[config.mk]
export PLATFORM = sky130hd
export DESIGN_NAME = stereo_addsub_ctrl
export DESIGN_NICKNAME = d
export VERILOG_FILES = /design/src/rtl/stereo_addsub_ctrl.sv
export SDC_FILE = /design/constraint.sdc
export NUM_CORES = 1
export LEC_CHECK = 0
export CAP_MARGIN = 20
export CORE_ASPECT_RATIO = 1.5
export CORE_UTILIZATION = 30
export CTS_BUF_LIST = sky130_fd_sc_hd__clkbuf_2
export CTS_CLUSTER_SIZE = 28
export DETAILED_ROUTE_END_ITERATION = 10
export PLACE_DENSITY = 0.54
export REMOVE_ABC_BUFFERS = 1
export SETUP_SLACK_MARGIN = 0.3
export SYNTH_ARGS = -nofsm -noshare
export SYNTH_HDL_FRONTEND = slang
export SYNTH_SLANG_ARGS = --single-unit
[constraint.sdc]
create_clock -name clock -period 5.1 [get_ports clock]
set_input_delay 1.02 -clock clock [delete_from_list [all_inputs] [get_ports clock]]
set_output_delay 1.02 -clock clock [all_outputs]
set_load 0.03 [all_outputs]
[src/rtl/stereo_addsub_ctrl.sv]
// FM stereo matrix sequencer: pops (L+R)/(L-R) pairs and writes left/right samples
// through one time-shared add/subtract unit.
module stereo_addsub_ctrl #(
  parameter int unsigned DATA_WIDTH  = 32,
  parameter int unsigned COUNT_WIDTH = 16
) (
  input  logic                   clock,
  input  logic                   reset,
  input  logic [DATA_WIDTH-1:0]  lpr_dout,
  input  logic                   lpr_empty,
  output logic                   lpr_rd_en,
  input  logic [DATA_WIDTH-1:0]  lmr_dout,
  input  logic                   lmr_empty,
  output logic                   lmr_rd_en,
  output logic [DATA_WIDTH-1:0]  left_din,
  input  logic                   left_full,
  output logic                   left_wr_en,
  output logic [DATA_WIDTH-1:0]  right_din,
  input  logic                   right_full,
  output logic                   right_wr_en,
  output logic                   busy,
  output logic [COUNT_WIDTH-1:0] pair_count
);

  localparam int unsigned EXT_W = DATA_WIDTH + 1;

  typedef enum logic [1:0] {
    S_FETCH = 2'd0,
    S_LEFT  = 2'd1,
    S_RIGHT = 2'd2
  } state_e;

  state_e                 state_q, state_d;
  logic [DATA_WIDTH-1:0]  a_q, a_d;
  logic [DATA_WIDTH-1:0]  b_q, b_d;
  logic [COUNT_WIDTH-1:0] cnt_q, cnt_d;

  logic                   both_avail;
  logic                   au_sub;
  logic [EXT_W-1:0]       a_ext, b_ext, au_sum;
  logic [DATA_WIDTH-1:0]  au_res;

  assign both_avail = !lpr_empty && !lmr_empty;
  assign pair_count = cnt_q;

  // Single shared adder: one extra bit of headroom, then floor-halving via the dropped LSB
  assign au_sub = (state_q == S_RIGHT);
  assign a_ext  = {a_q[DATA_WIDTH-1], a_q};
  assign b_ext  = {b_q[DATA_WIDTH-1], b_q};
  assign au_sum = au_sub ? (a_ext - b_ext) : (a_ext + b_ext);
  assign au_res = au_sum[EXT_W-1:1];

  always_ff @(posedge clock) begin
    if (reset) begin
      state_q <= S_FETCH;
      a_q     <= '0;
      b_q     <= '0;
      cnt_q   <= '0;
    end else begin
      state_q <= state_d;
      a_q     <= a_d;
      b_q     <= b_d;
      cnt_q   <= cnt_d;
    end
  end

  always_comb begin
    state_d     = state_q;
    a_d         = a_q;
    b_d         = b_q;
    cnt_d       = cnt_q;
    lpr_rd_en   = 1'b0;
    lmr_rd_en   = 1'b0;
    left_wr_en  = 1'b0;
    right_wr_en = 1'b0;
    left_din    = '0;
    right_din   = '0;
    busy        = 1'b0;

    // Strobes are suppressed during reset so nothing is popped or written that cycle
    if (!reset) begin
      case (state_q)
        S_FETCH: begin
          if (both_avail) begin
            lpr_rd_en = 1'b1;
            lmr_rd_en = 1'b1;
            a_d       = lpr_dout;
            b_d       = lmr_dout;
            state_d   = S_LEFT;
          end
        end
        S_LEFT: begin
          busy     = 1'b1;
          left_din = au_res;
          if (!left_full) begin
            left_wr_en = 1'b1;
            state_d    = S_RIGHT;
          end
        end
        S_RIGHT: begin
          busy      = 1'b1;
          right_din = au_res;
          if (!right_full) begin
            right_wr_en = 1'b1;
            cnt_d       = cnt_q + COUNT_WIDTH'(1);
            // Recapture in the same cycle to sustain one pair every two cycles
            if (both_avail) begin
              lpr_rd_en = 1'b1;
              lmr_rd_en = 1'b1;
              a_d       = lpr_dout;
              b_d       = lmr_dout;
              state_d   = S_LEFT;
            end else begin
              state_d   = S_FETCH;
            end
          end
        end
        default: state_d = S_FETCH;
      endcase
    end
  end

endmodule

==> out/results.txt <==
The tools report the count of cell types in the netlist as 55. A synthesized cell averages 6.98 µm². Clock-pin slew reported for the worst setup and hold paths after clock tree synthesis: 0.23 ns.

The critical path goes through or4_4 -> or4_4 -> or2_4 -> nor2_2 -> nor2_1 -> xnor2_1 -> ha_1 -> buf_6 -> a21o_1 -> a21o_1 -> a221oi_2 -> o31ai_2 -> a31oi_2 -> mux2i_2 -> buf_12. Synthesis inferred 82 register bits. Slowest library cell on the worst path: sky130_fd_sc_hd__or4_4. The logs give 24 for the total setup violations reported at the end of the flow and 0.198 for the total global-route track usage. The setup skew after layout was 0.0359 ns. The global-route track usage on met2 was 0.372; the number of enable-type register cells in the synthesized netlist was 0. The number of DRC violations after detailed routing was 0; the areal power density over the cells was 213 nW/µm².

The highest clock frequency the design can meet is 180 MHz, and the wire length per cell is 16.1 µm. The worst endpoint data arrival time is 4.52 ns, and the number of clock sinks is 82. The run gives -0.444 ns as the smallest setup slack after layout. The sequential fraction of the synthesis area is 0.259. Summing all non-filler instances in the final layout gives an area of 10500 µm². The number of warnings printed during yosys synthesis is 0.

Type of destination of the critical path: an output port. The congestion estimate from routability-driven global placement came to 0.841. The die is 121 µm wide. The tools report the standard cell core area as 20500 µm².

Wires add up to 22700 µm. The share of cells above drive strength 1 is 0.340, and the total number of vias is 7241. met2 is the most crowded layer.

The initial detailed-routing violation count was 345. The max-slew violation total from the final report came out at 0. The complex-gate fraction of the synthesized area was 0.207; the total I/O pin count was 155.

The total of buffers placed on input and output ports was 154. The tree is rooted in a sky130_fd_sc_hd__clkbuf_2. In this design, the stage delay of the slowest critical-path cell is 0.58 ns. STA puts the critical path data required time at 4.08 ns. The maximum buffer depth of the clock tree came out at 2.

At the end of the flow, the number of nets in the layout was 1252. The path category of the worst min-delay check was flip-flop to flip-flop. The total instance count after detailed placement came out at 1339.

The final reports fail on negative setup slack. For the HPWL after detailed placement, the log shows 16600 µm. For the pin count of the biggest net entering global routing, the log shows 87.

The fraction of synthesized cell area taken by the top area cell type was 0.259; the final critical-path required period was 5.54 ns. The met1 demand-to-capacity share in global routing was 0.226. The tools report the wire length of the first global-routing pass as 34500 µm.

The placed instance area is 8620 µm². The maximum net fanout on the critical path was 4. Final clock period utilization by the worst path: 1.09. The number of fillers in the final layout came out at 1999. The worst supply voltage drop on vdd is 99.9 µV, and the fraction of registers with async set/reset is 0. The run finished, with violations left. TritonCTS built the clock tree.

Sorting the synthesized cells by area gives the leading types as sky130_fd_sc_hd__dfxtp_1 26%, sky130_fd_sc_hd__nand2_1 11%, sky130_fd_sc_hd__a21oi_1 9.6%. The tools report the max-cap check violation count as 0. The tools report the number of hold-slack violations in the final timing report as 0. The global routing usage on met3 came out at 0.0266. Of all cell types, the one taking the most synthesized area is sky130_fd_sc_hd__dfxtp_1.

The simple logic cell fraction of the synthesized area was 0.308. In this run the register-to-register setup slack is 2.52 ns. The type of the setup path with the least slack is flip-flop to output port.

The post-synthesis share of cell area spent on full adders, half adders and majority gates was 0.0783; the slew at the pin closest to its max-slew limit was 1.15 ns. After synthesis the cells add up to 6330 µm². Number of buffers added by the clock tree synthesis step: 9. The worst hold slack after final layout is 0.477 ns, and the number of cell rows is 64. The via count of the first global-routing pass came out at 6860. Synthesis produced a netlist whose cell count is 907.

For the worst slew margin relative to its limit, the log shows 0.234. The leakage component of the power came out at 4.05 nW. Starting utilization of the core area: 0.309. The first TritonRoute pass finished after 4 iterations. The combinational family with the most area after synthesis was simple AND/OR/NAND/NOR gates. The logs give 0 for the number of antenna-violating nets in the routed design and 3 for the number of H-tree levels.

After global routing the overflow that remains totals 0. The xor/xnor share of the synthesized area is 0.0775. The clock latency at the later pin of the worst-skew pair is 0.55 ns, and the via density per instance is 5.12.

The worst setup path is launched from a flip-flop. The run gives 1 as the initial antenna violation count. Setup repair after global routing could not meet its margin everywhere. After the flow finishes, the layout carries non-filler instances totaling 1413. The multiplexer fraction of the synthesized cell area was 0.0271; the die height was 180 µm. Relative to the synthesized area, the layout overhead comes to 65.3%. The commonest register cell after synthesis was sky130_fd_sc_hd__dfxtp_1.

The die covers 21700 µm².
layout by cell type, fill, tap and decap left out, types with 9 or more instances in the layout:
master,instances
sky130_fd_sc_hd__buf_4,136
sky130_fd_sc_hd__clkdlybuf4s50_1,97
sky130_fd_sc_hd__o211ai_1,11
sky130_fd_sc_hd__dfxtp_1,76
sky130_fd_sc_hd__xnor2_1,37
sky130_fd_sc_hd__nand4_1,15
sky130_fd_sc_hd__ha_1,25
sky130_fd_sc_hd__nand2b_1,18
sky130_fd_sc_hd__ha_2,9
sky130_fd_sc_hd__buf_6,27
sky130_fd_sc_hd__nor3_2,17
sky130_fd_sc_hd__nand3_1,12
sky130_fd_sc_hd__a21oi_4,17
sky130_fd_sc_hd__a21oi_1,97
sky130_fd_sc_hd__o21ai_2,10
sky130_fd_sc_hd__nand2_1,171
sky130_fd_sc_hd__nor3_4,10
sky130_fd_sc_hd__a21o_1,9
sky130_fd_sc_hd__buf_12,19
sky130_fd_sc_hd__clkbuf_2,11
sky130_fd_sc_hd__nor2_1,87
sky130_fd_sc_hd__inv_1,11
sky130_fd_sc_hd__xor2_1,12
sky130_fd_sc_hd__mux2i_1,11
logic make-up (layout without fill, tap and decap cells):
group	after synthesis	after routing
AND/OR/NAND/NOR	420	420
AO/OA/AOI/OAI	221	221
flip-flops	82	82
buffers and inverters	72	313
XOR/XNOR	56	56
adder cells (fa/ha/maj)	39	39
multiplexers	17	17
other	0	1
final cells by class:
cell class	count	area [µm²]	area share
Clock buffer	11	55.1	0.00526
Timing Repair Buffer	283	2710	0.259
Tap cell	264	330	0.0316
Antenna cell	1	2.50	0.000239
Sequential cell	82	1650	0.158
Inverter	14	52.6	0.00502
Multi-Input combinational cell	753	5600	0.536
Clock inverter	5	55.1	0.00526
metrics by stage:
stage | setup WS [ns] | utilization | TNS, ns | power [mW]
finish | -0.444 | 0.510 | -5.87 | 2.23
global route | -0.682 | 0.510 | -13.44 | 2.36
CTS | -0.576 | 0.462 | -10.93 | 2.00
detailed placement | -0.129 | 0.420 | -0.233 | 1.50
global placement | -0.130 | 0.420 | -0.195 | 1.50
floorplan | -0.131 | - | -0.247 | 1.20
final timing paths:
path,start,to,cells past startpoint
worst max-delay path,b_q[5],left_din[30],15
worst min-delay path,a_q[10],a_q[10],2
worst max register to register,state_q[0],b_q[9],9
worst min register to register,a_q[10],a_q[10],2
registers in the layout (all words and copies together) (netlist names):
name and count:
b_q 32, pair_count 16, state_q 2, a_q 32
synth_stat cells (3+ instances only):
library cell,number
sky130_fd_sc_hd__nand2_1,181
sky130_fd_sc_hd__a21oi_1,122
sky130_fd_sc_hd__nor2_1,98
sky130_fd_sc_hd__dfxtp_1,82
sky130_fd_sc_hd__clkbuf_1,54
sky130_fd_sc_hd__xnor2_1,43
sky130_fd_sc_hd__ha_1,38
sky130_fd_sc_hd__nor3_1,34
sky130_fd_sc_hd__o21ai_0,26
sky130_fd_sc_hd__nand2b_1,19
sky130_fd_sc_hd__mux2i_1,16
sky130_fd_sc_hd__nand4_1,15
sky130_fd_sc_hd__inv_1,14
sky130_fd_sc_hd__xor2_1,13
sky130_fd_sc_hd__nand3_1,12
sky130_fd_sc_hd__a21o_1,11
sky130_fd_sc_hd__o211ai_1,11
sky130_fd_sc_hd__and3_1,9
sky130_fd_sc_hd__nor3b_1,9
sky130_fd_sc_hd__a211oi_1,8
sky130_fd_sc_hd__and4_1,7
sky130_fd_sc_hd__o21a_1,7
sky130_fd_sc_hd__or3_1,7
sky130_fd_sc_hd__a31oi_1,6
sky130_fd_sc_hd__nor2b_1,6
sky130_fd_sc_hd__nor4_1,5
sky130_fd_sc_hd__or4_4,5
sky130_fd_sc_hd__or4_1,4
sky130_fd_sc_hd__a211o_1,3
sky130_fd_sc_hd__a21boi_0,3
sky130_fd_sc_hd__a22oi_1,3
sky130_fd_sc_hd__and2_1,3
sky130_fd_sc_hd__buf_1,3
sky130_fd_sc_hd__o21bai_1,3
sky130_fd_sc_hd__o31ai_1,3
per-layer routing:
layer / wire length (µm) / vias to the layer above / part of all wire
met5: 0 / - / 0
met4: 571 / 0 / 0.025
met3: 880 / 47 / 0.039
met2: 12100 / 151 / 0.53
met1: 9180 / 3406 / 0.40
li1: - / 3637 / -
power breakdown:
group,switching (mW),internal [mW]
Combinational,0.639,0.556
Clock,0.229,0.116
Sequential,0.0218,0.668
critical path: cells and delay by family (launching register included):
kind | cells | cell delay [ns]
fa+ha+maj | 1 | 0.30
simple gates | 5 | 1.50
flops | 1 | 0.37
compound gates | 5 | 0.99
mux | 1 | 0.31
xor+xnor | 1 | 0.21
buf+inv | 2 | 0.28
what timing repair did:
item / in CTS / in global routing
gates resized for setup: 167 / 163
hold endpoints to repair: 0 / 0
setup endpoints to repair: 58 / 52
buffers inserted: 22 / 35
hold buffers: 0 / 0
pin swaps: 60 / 83
(Power assumes the default switching activity.)
